File: src/rtl/axi_mem_arbiter.sv
// 2:1 AXI4-Lite arbiter: M0 (IFU) and M1 (LSU) share one memory slave, one transaction at a time.
// Only grant/FSM state is registered; all channels pass through combinationally once granted.
module axi_mem_arbiter #(
    parameter int ADDR_W = 32,
    parameter int DATA_W = 32,
    parameter bit RR     = 1'b1
) (
    input  logic                i_clock,
    input  logic                i_reset,
    // master 0
    input  logic [ADDR_W-1:0]   i_m0_araddr,
    input  logic                i_m0_arvalid,
    output logic                o_m0_arready,
    output logic [DATA_W-1:0]   o_m0_rdata,
    output logic [1:0]          o_m0_rresp,
    output logic                o_m0_rvalid,
    input  logic                i_m0_rready,
    input  logic [ADDR_W-1:0]   i_m0_awaddr,
    input  logic                i_m0_awvalid,
    output logic                o_m0_awready,
    input  logic [DATA_W-1:0]   i_m0_wdata,
    input  logic [DATA_W/8-1:0] i_m0_wstrb,
    input  logic                i_m0_wvalid,
    output logic                o_m0_wready,
    output logic [1:0]          o_m0_bresp,
    output logic                o_m0_bvalid,
    input  logic                i_m0_bready,
    // master 1
    input  logic [ADDR_W-1:0]   i_m1_araddr,
    input  logic                i_m1_arvalid,
    output logic                o_m1_arready,
    output logic [DATA_W-1:0]   o_m1_rdata,
    output logic [1:0]          o_m1_rresp,
    output logic                o_m1_rvalid,
    input  logic                i_m1_rready,
    input  logic [ADDR_W-1:0]   i_m1_awaddr,
    input  logic                i_m1_awvalid,
    output logic                o_m1_awready,
    input  logic [DATA_W-1:0]   i_m1_wdata,
    input  logic [DATA_W/8-1:0] i_m1_wstrb,
    input  logic                i_m1_wvalid,
    output logic                o_m1_wready,
    output logic [1:0]          o_m1_bresp,
    output logic                o_m1_bvalid,
    input  logic                i_m1_bready,
    // shared slave
    output logic [ADDR_W-1:0]   o_s_araddr,
    output logic                o_s_arvalid,
    input  logic                i_s_arready,
    input  logic [DATA_W-1:0]   i_s_rdata,
    input  logic [1:0]          i_s_rresp,
    input  logic                i_s_rvalid,
    output logic                o_s_rready,
    output logic [ADDR_W-1:0]   o_s_awaddr,
    output logic                o_s_awvalid,
    input  logic                i_s_awready,
    output logic [DATA_W-1:0]   o_s_wdata,
    output logic [DATA_W/8-1:0] o_s_wstrb,
    output logic                o_s_wvalid,
    input  logic                i_s_wready,
    input  logic [1:0]          i_s_bresp,
    input  logic                i_s_bvalid,
    output logic                o_s_bready
);

    typedef enum logic [1:0] {IDLE, RD, WR} state_t;

    state_t state, state_nx;
    logic   gnt, gnt_nx, last, last_nx;
    logic   ar_done, ar_done_nx, aw_done, aw_done_nx, w_done, w_done_nx;

    logic req0, req1, pick;
    logic sel_arvalid, sel_rready, sel_awvalid, sel_wvalid, sel_bready;
    logic arready_g, rvalid_g, awready_g, wready_g, bvalid_g, b_open;

    assign req0 = i_m0_arvalid | i_m0_awvalid;
    assign req1 = i_m1_arvalid | i_m1_awvalid;
    // On a tie, round-robin favours whoever was not served last.
    assign pick = (req0 & req1) ? (RR ? ~last : 1'b0) : req1;

    assign sel_arvalid = gnt ? i_m1_arvalid : i_m0_arvalid;
    assign sel_rready  = gnt ? i_m1_rready  : i_m0_rready;
    assign sel_awvalid = gnt ? i_m1_awvalid : i_m0_awvalid;
    assign sel_wvalid  = gnt ? i_m1_wvalid  : i_m0_wvalid;
    assign sel_bready  = gnt ? i_m1_bready  : i_m0_bready;

    // State register
    // NOTE: sequential state uses non-blocking assignments so every register samples pre-edge values.
    always_ff @(posedge i_clock) begin
        if (i_reset) begin
            state   <= IDLE;
            gnt     <= 1'b0;
            last    <= 1'b1;
            ar_done <= 1'b0;
            aw_done <= 1'b0;
            w_done  <= 1'b0;
        end else begin
            state   <= state_nx;
            gnt     <= gnt_nx;
            last    <= last_nx;
            ar_done <= ar_done_nx;
            aw_done <= aw_done_nx;
            w_done  <= w_done_nx;
        end
    end

    // Next-state logic
    // NOTE: every variable gets a default first so no path leaves it unassigned (no latch).
    always_comb begin
        state_nx   = state;
        gnt_nx     = gnt;
        last_nx    = last;
        ar_done_nx = ar_done;
        aw_done_nx = aw_done;
        w_done_nx  = w_done;
        case (state)
            IDLE: begin
                if (req0 | req1) begin
                    gnt_nx   = pick;
                    state_nx = (pick ? i_m1_arvalid : i_m0_arvalid) ? RD : WR;
                end
            end
            RD: begin
                if (o_s_arvalid & i_s_arready) ar_done_nx = 1'b1;
                if (i_s_rvalid & o_s_rready) begin
                    state_nx   = IDLE;
                    last_nx    = gnt;
                    ar_done_nx = 1'b0;
                end
            end
            WR: begin
                if (o_s_awvalid & i_s_awready) aw_done_nx = 1'b1;
                if (o_s_wvalid & i_s_wready)   w_done_nx  = 1'b1;
                if (i_s_bvalid & o_s_bready) begin
                    state_nx   = IDLE;
                    last_nx    = gnt;
                    aw_done_nx = 1'b0;
                    w_done_nx  = 1'b0;
                end
            end
            default: state_nx = IDLE;
        endcase
    end

    // Output logic: handshake gating for the granted master only
    always_comb begin
        o_s_arvalid = 1'b0;
        o_s_rready  = 1'b0;
        o_s_awvalid = 1'b0;
        o_s_wvalid  = 1'b0;
        o_s_bready  = 1'b0;
        arready_g   = 1'b0;
        rvalid_g    = 1'b0;
        awready_g   = 1'b0;
        wready_g    = 1'b0;
        bvalid_g    = 1'b0;
        b_open      = 1'b0;
        case (state)
            RD: begin
                o_s_arvalid = sel_arvalid & ~ar_done;
                arready_g   = i_s_arready & ~ar_done;
                o_s_rready  = sel_rready;
                rvalid_g    = i_s_rvalid;
            end
            WR: begin
                o_s_awvalid = sel_awvalid & ~aw_done;
                o_s_wvalid  = sel_wvalid & ~w_done;
                awready_g   = i_s_awready & ~aw_done;
                wready_g    = i_s_wready & ~w_done;
                // B opens once both AW and W are accepted, including in this very cycle.
                b_open      = (aw_done | (o_s_awvalid & i_s_awready)) &
                              (w_done  | (o_s_wvalid  & i_s_wready));
                o_s_bready  = b_open & sel_bready;
                bvalid_g    = b_open & i_s_bvalid;
            end
            default: ;
        endcase
    end

    assign o_m0_arready = arready_g & ~gnt;
    assign o_m1_arready = arready_g &  gnt;
    assign o_m0_rvalid  = rvalid_g  & ~gnt;
    assign o_m1_rvalid  = rvalid_g  &  gnt;
    assign o_m0_awready = awready_g & ~gnt;
    assign o_m1_awready = awready_g &  gnt;
    assign o_m0_wready  = wready_g  & ~gnt;
    assign o_m1_wready  = wready_g  &  gnt;
    assign o_m0_bvalid  = bvalid_g  & ~gnt;
    assign o_m1_bvalid  = bvalid_g  &  gnt;

    assign o_s_araddr = gnt ? i_m1_araddr : i_m0_araddr;
    assign o_s_awaddr = gnt ? i_m1_awaddr : i_m0_awaddr;
    assign o_s_wdata  = gnt ? i_m1_wdata  : i_m0_wdata;
    assign o_s_wstrb  = gnt ? i_m1_wstrb  : i_m0_wstrb;

    assign o_m0_rdata = i_s_rdata;
    assign o_m1_rdata = i_s_rdata;
    assign o_m0_rresp = i_s_rresp;
    assign o_m1_rresp = i_s_rresp;
    assign o_m0_bresp = i_s_bresp;
    assign o_m1_bresp = i_s_bresp;

endmodule

File: config.mk
export PLATFORM = sky130hd
export DESIGN_NAME = axi_mem_arbiter
export DESIGN_NICKNAME = d
export VERILOG_FILES = /design/src/rtl/axi_mem_arbiter.sv
export SDC_FILE = /design/constraint.sdc
export NUM_CORES = 1
export LEC_CHECK = 0
export BUFFER_PORTS_ARGS = -buffer_cell sky130_fd_sc_hd__buf_2
export CORE_AREA = 2 2 172 174
export CTS_CLUSTER_DIAMETER = 80
export DETAILED_ROUTE_END_ITERATION = 10
export DIE_AREA = 0 0 174 176
export PLACE_DENSITY = 0.43
export SLEW_MARGIN = 20
export SYNTH_ARGS = -nofsm -noshare
export SYNTH_HDL_FRONTEND = slang
export SYNTH_SLANG_ARGS = --single-unit
export TNS_END_PERCENT = 10
File: constraint.sdc
create_clock -name i_clock -period 4.5 [get_ports i_clock]
set_input_delay 0.45 -clock i_clock [delete_from_list [all_inputs] [get_ports i_clock]]
set_output_delay 0.45 -clock i_clock [all_outputs]
set_load 0.01 [all_outputs]
Word-level counts from Yosys, hierarchy flattened
Index checks and enable logic that the tools add are counted.
{ "totals": {"word_cells": 94, "out_inout_bits": 187, "in_bits": 253, "register_bits": 7} }
{ "op_classes": {"mux": 35, "reduce_logical": 11, "n_eq_ne": 5, "bitwise": 37} }
{ "op_table": {"columns": ["op", "n"], "rows": [
  ["$mux W32", 3],
  ["$and A1 B1 Y1", 27],
  ["$mux W1", 25],
  ["$mux W2", 4],
  ["$reduce_and A2 Y1", 4],
  ["$reduce_bool A2 Y1", 4],
  ["$ne A2 B2 Y1 const B", 3],
  ["$pmux W2 S3", 1],
  ["$reduce_and A3 Y1", 2],
  ["$not A1 Y1", 5],
  ["$or A1 B1 Y1", 5],
  ["$mux W4", 1],
  ["$eq A2 B1 Y1 const B", 1],
  ["$eq A2 B2 Y1 const B", 1],
  ["$logic_not A2 Y1", 1],
  ["$pmux W1 S2", 1]
]} }

Depth between registers and ports, before layout
{ "depth": {"ltp_word": 10, "mapped_depth": 6, "mapped_depth_nobuf": 5} }

Worst setup path after synthesis
Ideal clock, no wire load.
{ "synth_path": {"path_type": "register to output", "start": "reg gnt", "end": "out o_s_awaddr[10]", "t_required_ns": 4.050, "setup_slack_ns": 2.721, "n_path_buf": 3, "stages_incl_launch_ff": 5, "arrival_time_ns": 1.329, "path_cell_list": "dfxtp_1 > buf_6 > clkbuf_1 > buf_2 > mux2_2"} }
{ "synth_via": {"elab_chain_len": 1} }
{ "synth_rtl": {"columns": ["element", "line", "text"], "rows": [
  ["start: declaration", "69", "logic gnt, gnt_nx, last, last_nx;"],
  ["start signal: assignment", "99", "gnt <= gnt_nx;"],
  ["$mux W32", "192", "assign o_s_awaddr = gnt ? i_m1_awaddr : i_m0_awaddr;"],
  ["end: declaration", "54", "output logic [ADDR_W-1:0] o_s_awaddr,"]
]} }
Every way passes these cells.

Worst setup path after layout
{ "layout_path": {"start": "reg gnt", "end": "out o_s_rready"} }
{ "layout_via": {"elab_chain_len": 2} }
{ "layout_rtl": {"columns": ["element", "line", "text"], "rows": [
  ["$mux W1", "82", "assign sel_rready = gnt ? i_m1_rready : i_m0_rready;"],
  ["$mux W1", "158", "case (state)"],
  ["end: declaration", "53", "output logic o_s_rready,"]
]} }
Every way passes these cells.

==> metrics.txt <==
Skew-Pair Late Insertion Delay 0.24 ns; worst path required time 4.05 ns; clock tree sinks 7; CP Launch Point gnt$_SDFFE_PP0P_; ys flop type dfxtp_1; full die area 30600 um^2; Layout area overhead 71.5%; status finished, final reports clean; WL per Instance 13.2 um; fin nets 767; Routed Antenna Nets 0; fraction of layout cells with a size suffix above 1 86.4%; crit path max fanout 52; WP data arrival 1.96 ns; met2 usage 14.0%; Antenna Cells 0; period utilisation layout 53.5%; post-CTS setup buffer count 0; Hold Violations, Final 0; Leak 0.00199 uW; Placer Congestion 0.732; Syn Area/Cell 8.75 um^2; I/O Pins 440; CTS tree built; Port-buffer cells 331; vias in the first global route 2801; RSZ-0062 raised after global routing no; crit start category register; pre-CTS setup slack 2.32 ns; Slew HR 66.9%; initial antenna violation count 2; # fillers 3329; largest net degree at the start of global routing 53; Max Root-Sink Buffers 2; Tot GR Track Use 7.02%; DR iter-0 viols 38; # resized after CTS 0; Fmax 0.416 GHz; VDD IR max 0.0630 mV; Total Wirelength 11.8 mm; met1 GRT Util 6.61%; final setup margin 2.09 ns; Reg clk slew, reported paths 0.04 ns; setup_tns 0 ns; commonest cells after routing, fill and taps aside buf_2 (331), mux2_2 (103), nor2_1 (13); skew final 0.00142 ns; H-tree depth 1; CTS root buf clkbuf_16; drt pass-1 iters 4; first-pass GRT wire length 16.1 mm; HP Class reg2reg; CTS Hold Bufs 0; launching point of the worst reg2reg path gnt$_SDFFE_PP0P_; number of flops mapped to enable cells by yosys 0; YS warnings 0; Vias 2847; Initial Util 8.03%; Most Used Layer, Global Route met2; Final Critical Period 2.41 ns; slew of the pin with the lowest slew margin 0.496 ns; DRC Markers 0; site row count 62; total gr overflow 0; ys async rst share 0%; Worst Min Path Start last$_SDFFE_PP1P_; Mapped Area 2290 um^2; Max Cap Violations 0; drt via density 3.17; crit path kind reg2out; dpl hpwl 10.6 mm; number of distinct library cells after synthesis 30; sequential share of the synthesized area 6.11%; pwr dens 191 nW/um^2; CTS Buf Count 3; commonest non-fill, non-tap cell in the layout buf_2; Max Slew Vio Count 0; hold_ws 0.489 ns; Die H 176 um; #FFs+latches synth 7; Die Wd 174 um; crit path capture type primary output; Syn Inst Count 262; Synth Net Count 515; met3 usage 1.51%; core area 28500 um^2; final setup fails 0
layer usage:
layer  share of wire (%)  up-vias
met4                 4.0        0
met2                  53      234
met3                 9.7       41
li1                    -     1353
met1                  33     1219
met5                   0        -
synthesized netlist by cell type (2+ instances only):
master    count  area share [%]
a21boi_0      2            0.65
a21oi_1       4            0.87
a31oi_1       3            0.82
and2_1        2            0.55
and3_1        4             1.1
buf_2         6             1.3
buf_4        72              24
clkbuf_1      7             1.1
dfxtp_1       7             6.1
inv_1         2            0.33
mux2_2      103              51
mux2i_1       2            0.87
nand2_1      11             1.8
nand2b_1      2            0.55
nor2_1       13             2.1
nor2b_1       2            0.55
nor3_1        5             1.1
o21ai_0       2            0.44
o22a_1        2            0.76
power by group:
group	internal, uW	leakage [uW]	total [uW]	switching [uW]
clock network	119	0.0000382	160	41.4
registers	69.9	0.0000580	93.6	23.7
logic	274	0.00189	498	224
total	462	0.00199	752	289
through the flow:
| stage | area [um^2] | util (%) | std cells | power (uW) |
|---|---|---|---|---|
| floorplan | 2290 | - | 262 | 428 |
| global placement | 3850 | 13.5 | 893 | 600 |
| detailed placement | 3850 | 13.5 | 893 | 602 |
| CTS | 3930 | 13.8 | 897 | 769 |
| global route | 3930 | 13.8 | 897 | 808 |
| finish | 3930 | 13.8 | 897 | 752 |
cell type report:
class / count / area, um^2 / share of cell area, %
Timing Repair Buffer: 333 / 1680 / 42.8
Multi-Input combinational cell: 167 / 1540 / 39.1
Tap cell: 384 / 480 / 12.2
Sequential cell: 7 / 144 / 3.66
Clock buffer: 4 / 78.8 / 2.00
Inverter: 2 / 7.51 / 0.191
kinds of logic (layout without fill, tap and decap cells):
family | Yosys count | count (layout) | share of synthesized area [%]
flops | 7 | 7 | 6.11
mux | 106 | 106 | 52.1
simple gates | 42 | 42 | 9.16
buf+inv | 88 | 339 | 26.8
compound gates | 19 | 19 | 5.78
state kept, by name, indices dropped and copies added, names as in the netlist:
name and count:
state 2, w_done 1, gnt 1, ar_done 1, aw_done 1, last 1
worst paths after layout:
kind | endpoint | slack (ns) | depth (start not counted)
worst max-delay path | o_s_rready | 2.09 | 4
worst min-delay path | last$_SDFFE_PP1P_ | 0.49 | 1
worst max register to register | last$_SDFFE_PP1P_ | 2.40 | 6
worst min register to register | last$_SDFFE_PP1P_ | 0.49 | 1
critical path, stage by stage (launching register included):
cell,delay [ns]
dfxtp_4,0.65
buf_12,0.32
mux2_2,0.40
and2_1,0.16
buf_2,0.13
(Power assumes the default switching activity.)
